$ cat config.mk
export PLATFORM = sky130hd
export DESIGN_NAME = blocking_sa_cache
export DESIGN_NICKNAME = d
export VERILOG_FILES = /design/src/rtl/blocking_sa_cache.sv
export SDC_FILE = /design/constraint.sdc
export NUM_CORES = 2
export LEC_CHECK = 0
export CELL_PAD_IN_SITES_DETAIL_PLACEMENT = 1
export CELL_PAD_IN_SITES_GLOBAL_PLACEMENT = 1
export CORE_ASPECT_RATIO = 0.75
export CORE_MARGIN = 2
export CORE_UTILIZATION = 54
export DETAILED_ROUTE_END_ITERATION = 7
export GPL_TIMING_DRIVEN = 1
export PLACE_DENSITY_LB_ADDON = 0.1
export SLEW_MARGIN = 20
export SYNTH_ARGS = -nofsm -noshare
export SYNTH_HDL_FRONTEND = slang
export SYNTH_SLANG_ARGS = --single-unit
$ cat constraint.sdc
create_clock -name clk -period 4.7 [get_ports clk]
set_input_delay 0.47 -clock clk [delete_from_list [all_inputs] [get_ports clk]]
set_output_delay 0.47 -clock clk [all_outputs]
set_load 0.005 [all_outputs]
$ cat src/rtl/blocking_sa_cache.sv
// Blocking, write-back, write-allocate set-associative data cache.
// One request in flight; misses write back a dirty victim block over DMA,
// fill the missing block, then replay the lookup, which then hits.
module blocking_sa_cache #(
  parameter int addr_width_p          = 32,
  parameter int data_width_p          = 32,
  parameter int block_size_in_words_p = 4,
  parameter int sets_p                = 4,
  parameter int ways_p                = 2
) (
  input  logic                                   clk,
  input  logic                                   reset,
  input  logic [2+addr_width_p+data_width_p-1:0] cache_pkt_i,
  input  logic                                   v_i,
  output logic                                   ready_o,
  output logic [data_width_p-1:0]                data_o,
  output logic                                   v_o,
  input  logic                                   yumi_i,
  output logic [addr_width_p:0]                  dma_pkt_o,
  output logic                                   dma_pkt_v_o,
  input  logic                                   dma_pkt_yumi_i,
  input  logic [data_width_p-1:0]                dma_data_i,
  input  logic                                   dma_data_v_i,
  output logic                                   dma_data_ready_o,
  output logic [data_width_p-1:0]                dma_data_o,
  output logic                                   dma_data_v_o,
  input  logic                                   dma_data_yumi_i,
  output logic                                   v_we_o
);

  localparam int off_w       = $clog2(data_width_p / 8);
  localparam int blk_w       = $clog2(block_size_in_words_p);
  localparam int idx_w       = $clog2(sets_p);
  localparam int way_w       = $clog2(ways_p);
  localparam int tag_w       = addr_width_p - idx_w - blk_w - off_w;
  localparam int data_addr_w = idx_w + way_w + blk_w;
  localparam int words_p     = sets_p * ways_p * block_size_in_words_p;
  localparam int pkt_w       = 2 + addr_width_p + data_width_p;

  typedef enum logic [1:0] {OP_LW = 2'b00, OP_SW = 2'b01, OP_TAGST = 2'b10, OP_RSVD = 2'b11} opcode_e;
  typedef enum logic [2:0] {IDLE, LOOKUP, WB_REQ, WB_SEND, FILL_REQ, FILL_RECV} state_e;

  state_e                         state, state_next;
  opcode_e                        req_op;
  logic [addr_width_p-1:0]        req_addr;
  logic [data_width_p-1:0]        req_data;

  logic [tag_w-1:0]               tag_mem [sets_p][ways_p];
  logic [data_width_p-1:0]        data_mem [words_p];
  logic [sets_p-1:0][ways_p-1:0]  valid_bits;
  logic [sets_p-1:0][ways_p-1:0]  dirty_bits;
  logic [sets_p-1:0][way_w-1:0]   victim_cnt;
  logic [way_w-1:0]               victim_way;
  logic [blk_w-1:0]               word_cnt;

  logic [idx_w-1:0]               req_idx;
  logic [tag_w-1:0]               req_tag;
  logic [blk_w-1:0]               req_word;
  logic [way_w-1:0]               tagst_way;
  logic                           hit, inv_found, victim_dirty;
  logic [way_w-1:0]               hit_way, inv_way, miss_way;
  logic [data_addr_w-1:0]         hit_addr, stream_addr;
  logic                           accept, miss_go, sw_write, tagst_write, fill_write, fill_last;
  logic                           last_word;
  logic                           unused_addr_bits;

  assign req_idx     = req_addr[off_w+blk_w +: idx_w];
  assign req_tag     = req_addr[addr_width_p-1 -: tag_w];
  assign req_word    = req_addr[off_w +: blk_w];
  assign tagst_way   = req_data[way_w:1];
  assign hit_addr    = {req_idx, hit_way, req_word};
  assign stream_addr = {req_idx, victim_way, word_cnt};
  assign last_word   = (word_cnt == blk_w'(block_size_in_words_p - 1));
  assign unused_addr_bits = ^req_addr[off_w-1:0];

  // Tag match and victim choice for the registered request; lowest way wins.
  always_comb begin
    hit       = 1'b0;
    hit_way   = '0;
    inv_found = 1'b0;
    inv_way   = '0;
    for (int w = ways_p - 1; w >= 0; w--) begin
      if (valid_bits[req_idx][w] && (tag_mem[req_idx][w] == req_tag)) begin
        hit     = 1'b1;
        hit_way = way_w'(w);
      end
      if (!valid_bits[req_idx][w]) begin
        inv_found = 1'b1;
        inv_way   = way_w'(w);
      end
    end
    miss_way     = inv_found ? inv_way : victim_cnt[req_idx];
    victim_dirty = valid_bits[req_idx][miss_way] && dirty_bits[req_idx][miss_way];
  end

  // Next-state, handshake outputs and array write strobes; all quiet in reset.
  always_comb begin
    // NOTE: every output and strobe is defaulted before the case, so no path
    // leaves one unassigned and no latch is inferred.
    state_next       = state;
    ready_o          = 1'b0;
    v_o              = 1'b0;
    data_o           = '0;
    dma_pkt_v_o      = 1'b0;
    dma_pkt_o        = '0;
    dma_data_v_o     = 1'b0;
    dma_data_o       = '0;
    dma_data_ready_o = 1'b0;
    v_we_o           = 1'b0;
    accept           = 1'b0;
    miss_go          = 1'b0;
    sw_write         = 1'b0;
    tagst_write      = 1'b0;
    fill_write       = 1'b0;
    fill_last        = 1'b0;
    if (!reset) begin
      case (state)
        IDLE: begin
          ready_o = 1'b1;
          accept  = v_i;
          if (v_i) state_next = LOOKUP;
        end
        LOOKUP: begin
          case (req_op)
            OP_LW, OP_SW: begin
              if (hit) begin
                v_o = 1'b1;
                if (req_op == OP_LW) data_o = data_mem[hit_addr];
                if (yumi_i) begin
                  state_next = IDLE;
                  if (req_op == OP_SW) begin
                    sw_write = 1'b1;
                    v_we_o   = 1'b1;
                  end
                end
              end else begin
                miss_go    = 1'b1;
                state_next = victim_dirty ? WB_REQ : FILL_REQ;
              end
            end
            OP_TAGST: begin
              v_o = 1'b1;
              if (yumi_i) begin
                tagst_write = 1'b1;
                state_next  = IDLE;
              end
            end
            default: begin
              v_o = 1'b1;
              if (yumi_i) state_next = IDLE;
            end
          endcase
        end
        WB_REQ: begin
          dma_pkt_v_o = 1'b1;
          dma_pkt_o   = {1'b1, tag_mem[req_idx][victim_way], req_idx, {(blk_w+off_w){1'b0}}};
          if (dma_pkt_yumi_i) state_next = WB_SEND;
        end
        WB_SEND: begin
          dma_data_v_o = 1'b1;
          dma_data_o   = data_mem[stream_addr];
          if (dma_data_yumi_i && last_word) state_next = FILL_REQ;
        end
        FILL_REQ: begin
          dma_pkt_v_o = 1'b1;
          dma_pkt_o   = {1'b0, req_addr[addr_width_p-1:blk_w+off_w], {(blk_w+off_w){1'b0}}};
          if (dma_pkt_yumi_i) state_next = FILL_RECV;
        end
        FILL_RECV: begin
          dma_data_ready_o = 1'b1;
          if (dma_data_v_i) begin
            fill_write = 1'b1;
            if (last_word) begin
              fill_last  = 1'b1;
              state_next = LOOKUP;
            end
          end
        end
        default: state_next = IDLE;
      endcase
    end
  end

  // Control state, request register and per-line status bits.
  always_ff @(posedge clk) begin
    // NOTE: state registers use non-blocking assignments so every flop
    // samples pre-edge values regardless of statement order.
    if (reset) begin
      state      <= IDLE;
      req_op     <= OP_LW;
      req_addr   <= '0;
      req_data   <= '0;
      valid_bits <= '0;
      dirty_bits <= '0;
      victim_cnt <= '0;
      victim_way <= '0;
      word_cnt   <= '0;
    end else begin
      state <= state_next;
      if (accept) begin
        req_op   <= opcode_e'(cache_pkt_i[pkt_w-1 -: 2]);
        req_addr <= cache_pkt_i[data_width_p +: addr_width_p];
        req_data <= cache_pkt_i[data_width_p-1:0];
      end
      if (miss_go) victim_way <= miss_way;
      if ((state == WB_SEND && dma_data_yumi_i) || fill_write) word_cnt <= word_cnt + blk_w'(1);
      if (sw_write) dirty_bits[req_idx][hit_way] <= 1'b1;
      if (tagst_write) begin
        valid_bits[req_idx][tagst_way] <= req_data[0];
        dirty_bits[req_idx][tagst_way] <= 1'b0;
      end
      if (fill_last) begin
        valid_bits[req_idx][victim_way] <= 1'b1;
        dirty_bits[req_idx][victim_way] <= 1'b0;
        victim_cnt[req_idx]             <= victim_cnt[req_idx] + way_w'(1);
      end
    end
  end

  // Tag and data arrays: contents are only meaningful behind a valid bit.
  always_ff @(posedge clk) begin
    // NOTE: the arrays are deliberately not reset; the cleared valid bits
    // already make every stale entry unreachable.
    if (sw_write)    data_mem[hit_addr]               <= req_data;
    if (fill_write)  data_mem[stream_addr]            <= dma_data_i;
    if (tagst_write) tag_mem[req_idx][tagst_way]      <= req_tag;
    if (fill_last)   tag_mem[req_idx][victim_way]     <= req_tag;
  end

endmodule

**After elaboration in Yosys (flattened, before gate mapping)**

Memory sizes are Yosys's and may differ from the RTL's. A register that Yosys moved wholly into a read port is not among the register bits.
Cells that the tools add are included.

- Word-level logic and storage cells: 297
- Memory bits (writable): 1232
- Latch bits: 0
- Memories: 2
- Output and inout bits: 103
- Register bits after elaboration: 92
- Bits in read-only memories: 0

- Reduce and logical (&&, ||, !) cells: 18
- $add $sub $neg: 2
- Div/mod/pow operators: 0
- Mux-type cells: 168
- $lt $le $gt $ge: 13
- Equal/unequal tests: 16
- Shifts and indexed selects: 0
- Multipliers: 0
- Bitwise logic cells: 60

Memory list:

| name | words | width | rd ports | clocked after Yosys merged registers in | wr ports | RTL line | RTL |
|---|---|---|---|---|---|---|---|
| data_mem | 32 | 32 | 2 | 0 | 1 | 49 | `logic [data_width_p-1:0] data_mem [words_p];` |
| tag_mem | 4 | 52 | 1 | 1 | 1 | 48 | `logic [tag_w-1:0] tag_mem [sets_p][ways_p];` |

Operator list:

| operator | number |
|---|---|
| 2-to-1 mux 32 bit | 8 |
| 2-to-1 mux 26 bit | 5 |
| 2-to-1 mux 1 bit | 110 |
| 2-to-1 mux 52 bit | 2 |
| one-hot mux 33 bit (2 select lines) | 1 |
| 2-to-1 mux 8 bit | 8 |
| demux 26 bit (select 1 bit) | 2 |
| == test 26 bit | 2 |
| OR 1 bit | 52 |
| 2-to-1 mux 33 bit | 1 |
| OR reduction 32 bit | 1 |
| 2-to-1 mux 3 bit | 10 |
| one-hot mux 3 bit (6 select lines) | 1 |
| bitwise AND 8 bit | 2 |
| NOT 8 bit | 2 |
| OR 8 bit | 2 |
| 2-to-1 mux 2 bit | 7 |
| demux 2 bit (select 2 bit) | 3 |
| != test 2 bit, second input constant | 6 |
| logical AND 1 bit | 11 |
| binary-select mux 2 bit (select 2 bit) | 2 |
| bitwise mux 8 bit | 1 |
| < comparator 1 x 2 -> 1 bit, second input constant | 4 |
| == test 3 x 2 -> 1 bit, second input constant | 2 |
| 22 further kinds | 32 |

**Logic depth before layout (Yosys ltp)**

- Depth after elaboration: 19
- Mapped depth: 13

**Worst setup path after synthesis**

No wires, ideal clock.

- Kind: reg-to-reg
- From: register with a tool-made name
- To: memory data_mem[6][0] (enable)
- Library setup time: 0.421 ns
- Buffers on the path: 5
- Data arrival time: 3.873 ns
- Slack: 0.406 ns
- Stages on the path, launching flop included: 13
- Required time: 4.279 ns
- Cell sequence: dfxtp_1 buf_6 buf_6 buf_6 buf_4 mux2i_1 a2bb2oi_1 o2111ai_1 a2111oi_2 and4b_1 buf_2 a31oi_1 nor2_1

RTL lines:

| what | RTL line |
|---|---|
| end: declaration | 49 |

==> impl_metrics.tcl <==
set metrics [dict create \
    tritoncts_clock_tree "yes" \
    utilization 0.642 \
    synth-seq-cells 1324 \
    first_iter_violations 5441 \
    hpwlAfterDp_mm 114 \
    ioPinCount 208 \
    status "complete, but fails checks" \
    finish.cell_count_without_fillers 5176 \
    final_max_slew_viol_count 0 \
    drt_first_pass_iters 8 \
    cts_htree_levels 4 \
    routed_wl_mm 200 \
    layout_common_cells "sky130_fd_sc_hd__edfxtp_1, sky130_fd_sc_hd__mux4_2, sky130_fd_sc_hd__nand2_1, sky130_fd_sc_hd__clkdlybuf4s50_1, sky130_fd_sc_hd__buf_4" \
    drt-wirelength-per-cell_um 38.6 \
    report.final.setup_viol 25 \
    finClkSkew_ns 0.0208 \
    first_global_vias 38757 \
    synth_area_per_cell_um2 18.5 \
    holdBufCountCts 0 \
    postLayoutCellArea_um2 71300 \
    wl_met2_mm 93.3 \
    insertion_delay_ns 0.76 \
    fmax_ghz 0.204 \
    die_y_um 294 \
    tns_ns -2.98 \
    dpl-instance-area_um2 65600 \
    cts-root-to-sink-buffers 3 \
    rows 106 \
    residual_drc_count 0 \
    mappedNetlistArea_um2 60400 \
    initial_antenna_violation_count 4 \
    clk_transition_reported_paths_ns 0.06 \
    timing.critical_path.fanout_max 17 \
    numCtsBuffers 135 \
    portBuffers 201 \
    number_of_enable_type_register_cells_in_the_synthesized_netlist 1232 \
    syn2layout_area_growth_pct 18.1 \
    placed_cells 4859 \
    holdCritPathClass "in2reg" \
    floorplan.die_area_um2 115000 \
    vias 37310 \
    highest-signal-layer "met5" \
    max_cap_viol_count 0 \
    clockRootBuffer "sky130_fd_sc_hd__clkbuf_16" \
    synthDistinctLibCells 65 \
    first_pass_grt_wire_length_mm 282 \
    layout.area.seq_um2 38900 \
    synth-seq-area-share 0.643 \
    wl_met1_mm 76.0 \
    vdd_drop_max_mv 0.330 \
    initial_standard_cell_utilization_of_the_core 0.543 \
    via_per_inst 7.21 \
    postSynth.asyncResetShare 0 \
    drt.antenna.violating_nets 0 \
    maxSlewHeadroom 0.242 \
    routabilityCongestion 0.898 \
    layout_setup_ws_ns -0.196 \
    worst_ep_arrival_time_ns 4.43 \
    post_synth_inst_count 3269 \
    multiInputGateArea_um2 21400 \
    final_min_period_over_clock_period 1.04 \
    final_common_cell "sky130_fd_sc_hd__edfxtp_1" \
    grt_setup_unrepaired "true" \
    post_route_cells_drive_above_1_share 0.345 \
    crit_path_end_kind "primary output" \
    filler_cell_count 9259 \
    transition_time_at_the_pin_with_the_least_slew_margin_ns 1.14 \
    timing_worst_setup_path_type "reg2out" \
    power_leakage_nw 22.5 \
    global_route.usage.total 0.349 \
    violations "negative setup slack" \
    startpoint_type "register" \
    fin_worst_hold_slack_ns 0.240 \
    finalCriticalPeriod_ns 4.90 \
    pin_count_of_the_biggest_net_entering_global_routing 75 \
    timing.final.hold_violations 0 \
    clock_sink_count 1324 \
    final_nets 3723 \
    power.density_cell_area_nw_per_um2 401 \
    core_area_um2 111000 \
    route.met3.wl_mm 22.3 \
    timing.critical_path.required_ns 4.23 \
    die_width_um 390 \
    gr-total-overflow 0 \
    synth_flop_cell "sky130_fd_sc_hd__edfxtp_1" \
    yosys_warnings 0 \
]
[final cells by class]
type | count | area share
Sequential cell | 1324 | 0.545
Antenna cell | 2 | 0.0000702
Tap cell | 1458 | 0.0256
Inverter | 17 | 0.000947
Clock inverter | 65 | 0.00784
Multi-Input combinational cell | 1675 | 0.299
Timing Repair Buffer | 464 | 0.0692
Clock buffer | 171 | 0.0519
[metrics by stage]
step / setup slack (ns) / power [mW]
floorplan: 0.406 / 16.4
CTS: -0.120 / 28.5
global route: -0.258 / 29.3
detailed placement: 0.0369 / 17.8
finish: -0.196 / 28.6
global placement: -0.0209 / 17.7
[worst max-delay path: stages (launching register included)]
cell                            delay (ns)
sky130_fd_sc_hd__dfxtp_4              0.48
sky130_fd_sc_hd__buf_8                0.16
sky130_fd_sc_hd__buf_4                0.16
sky130_fd_sc_hd__mux2i_1              0.38
sky130_fd_sc_hd__o21ai_0              0.29
sky130_fd_sc_hd__o21a_1               0.26
sky130_fd_sc_hd__nor4_2               0.33
sky130_fd_sc_hd__buf_4                0.16
sky130_fd_sc_hd__nand4_1              0.30
sky130_fd_sc_hd__buf_4                0.30
sky130_fd_sc_hd__buf_6                0.25
sky130_fd_sc_hd__nand3_1              0.19
sky130_fd_sc_hd__a21oi_4              0.10
sky130_fd_sc_hd__dlygate4sd2_1        0.29
[kinds of logic after synthesis]
group | count (synthesis) | synth area share
AO/OA/AOI/OAI | 302 | 0.0327
XOR/XNOR | 44 | 0.00638
adder cells (fa/ha/maj) | 1 | 0.000207
buffers and inverters | 273 | 0.0190
flip-flops | 1324 | 0.643
multiplexers | 754 | 0.257
other | 1 | 0.0000621
AND/OR/NAND/NOR | 570 | 0.0414
[path summary, 6_finish.rpt]
kind         slack [ns]                 startpoint                        end  cells after the start
min reg2reg        0.46  req_data[18]$_SDFFE_PP0P_  req_data[18]$_SDFFE_PP0P_                      2
max               -0.20                   register                 data_o[27]                     13
max reg2reg        0.02                   register  data_mem[10][8]$_DFFE_PP_                     16
min                0.24             cache_pkt_i[5]   req_data[5]$_SDFFE_PP0P_                      3
[timing repair]
action                     CTS  global route
pin swaps                   21            22
hold endpoints to repair     0             0
buffers inserted            28            41
gates resized for setup    104            64
setup endpoints to repair   35           563
cloned                       3             5
[registers in the layout, summed over array words and instances (netlist names), named ones only]
name,count
victim_way,1
dirty_bits,8
req_op,2
word_cnt,2
valid_bits,8
victim_cnt,4
data_mem,1024
tag_mem,208
req_addr,30
state,3
req_data,32
[cell usage after synthesis (all sizes together), types with 2 or more instances]
cell	instances	area share
a2111oi	2	0.00070
a211oi	11	0.0015
a21oi	73	0.0061
a221oi	32	0.0046
a222oi	2	0.00033
a2bb2oi	2	0.00029
a31oi	8	0.00083
a32o	26	0.0043
a41oi	3	0.00044
and2	10	0.0010
and3	9	0.00093
and4	6	0.00087
buf	96	0.0080
clkbuf	160	0.0099
dfxtp	92	0.031
edfxtp	1232	0.61
inv	16	0.00099
mux2	39	0.0073
mux2i	83	0.014
mux4	632	0.24
nand2	289	0.018
nand2b	6	0.00062
nand3	98	0.0081
nand4	16	0.0017
nor2	90	0.0056
nor2b	5	0.00052
nor3	20	0.0017
nor4	5	0.00052
o2111ai	2	0.00029
o211ai	3	0.00037
o21a	3	0.00037
o21ai	104	0.0086
o22ai	8	0.00083
o31ai	13	0.0016
or2	3	0.00031
or3	7	0.00073
xnor2	39	0.0057
xor2	5	0.00073
[metal layers]
layer | global-route usage | up-vias
met1 | 0.503 | 19883
met5 | 0 | -
met2 | 0.534 | 2593
li1 | - | 14391
met4 | 0.139 | 2
met3 | 0.0657 | 441
[power breakdown]
group / internal, mW / switching [mW] / total, mW / leakage (nW)
logic: 1.81 / 2.41 / 4.22 / 8.29
clock network: 6.10 / 4.59 / 10.7 / 2.09
registers: 13.4 / 0.279 / 13.7 / 12.1
total: 21.3 / 7.28 / 28.6 / 22.5
Power figures use the tool's default switching activity.
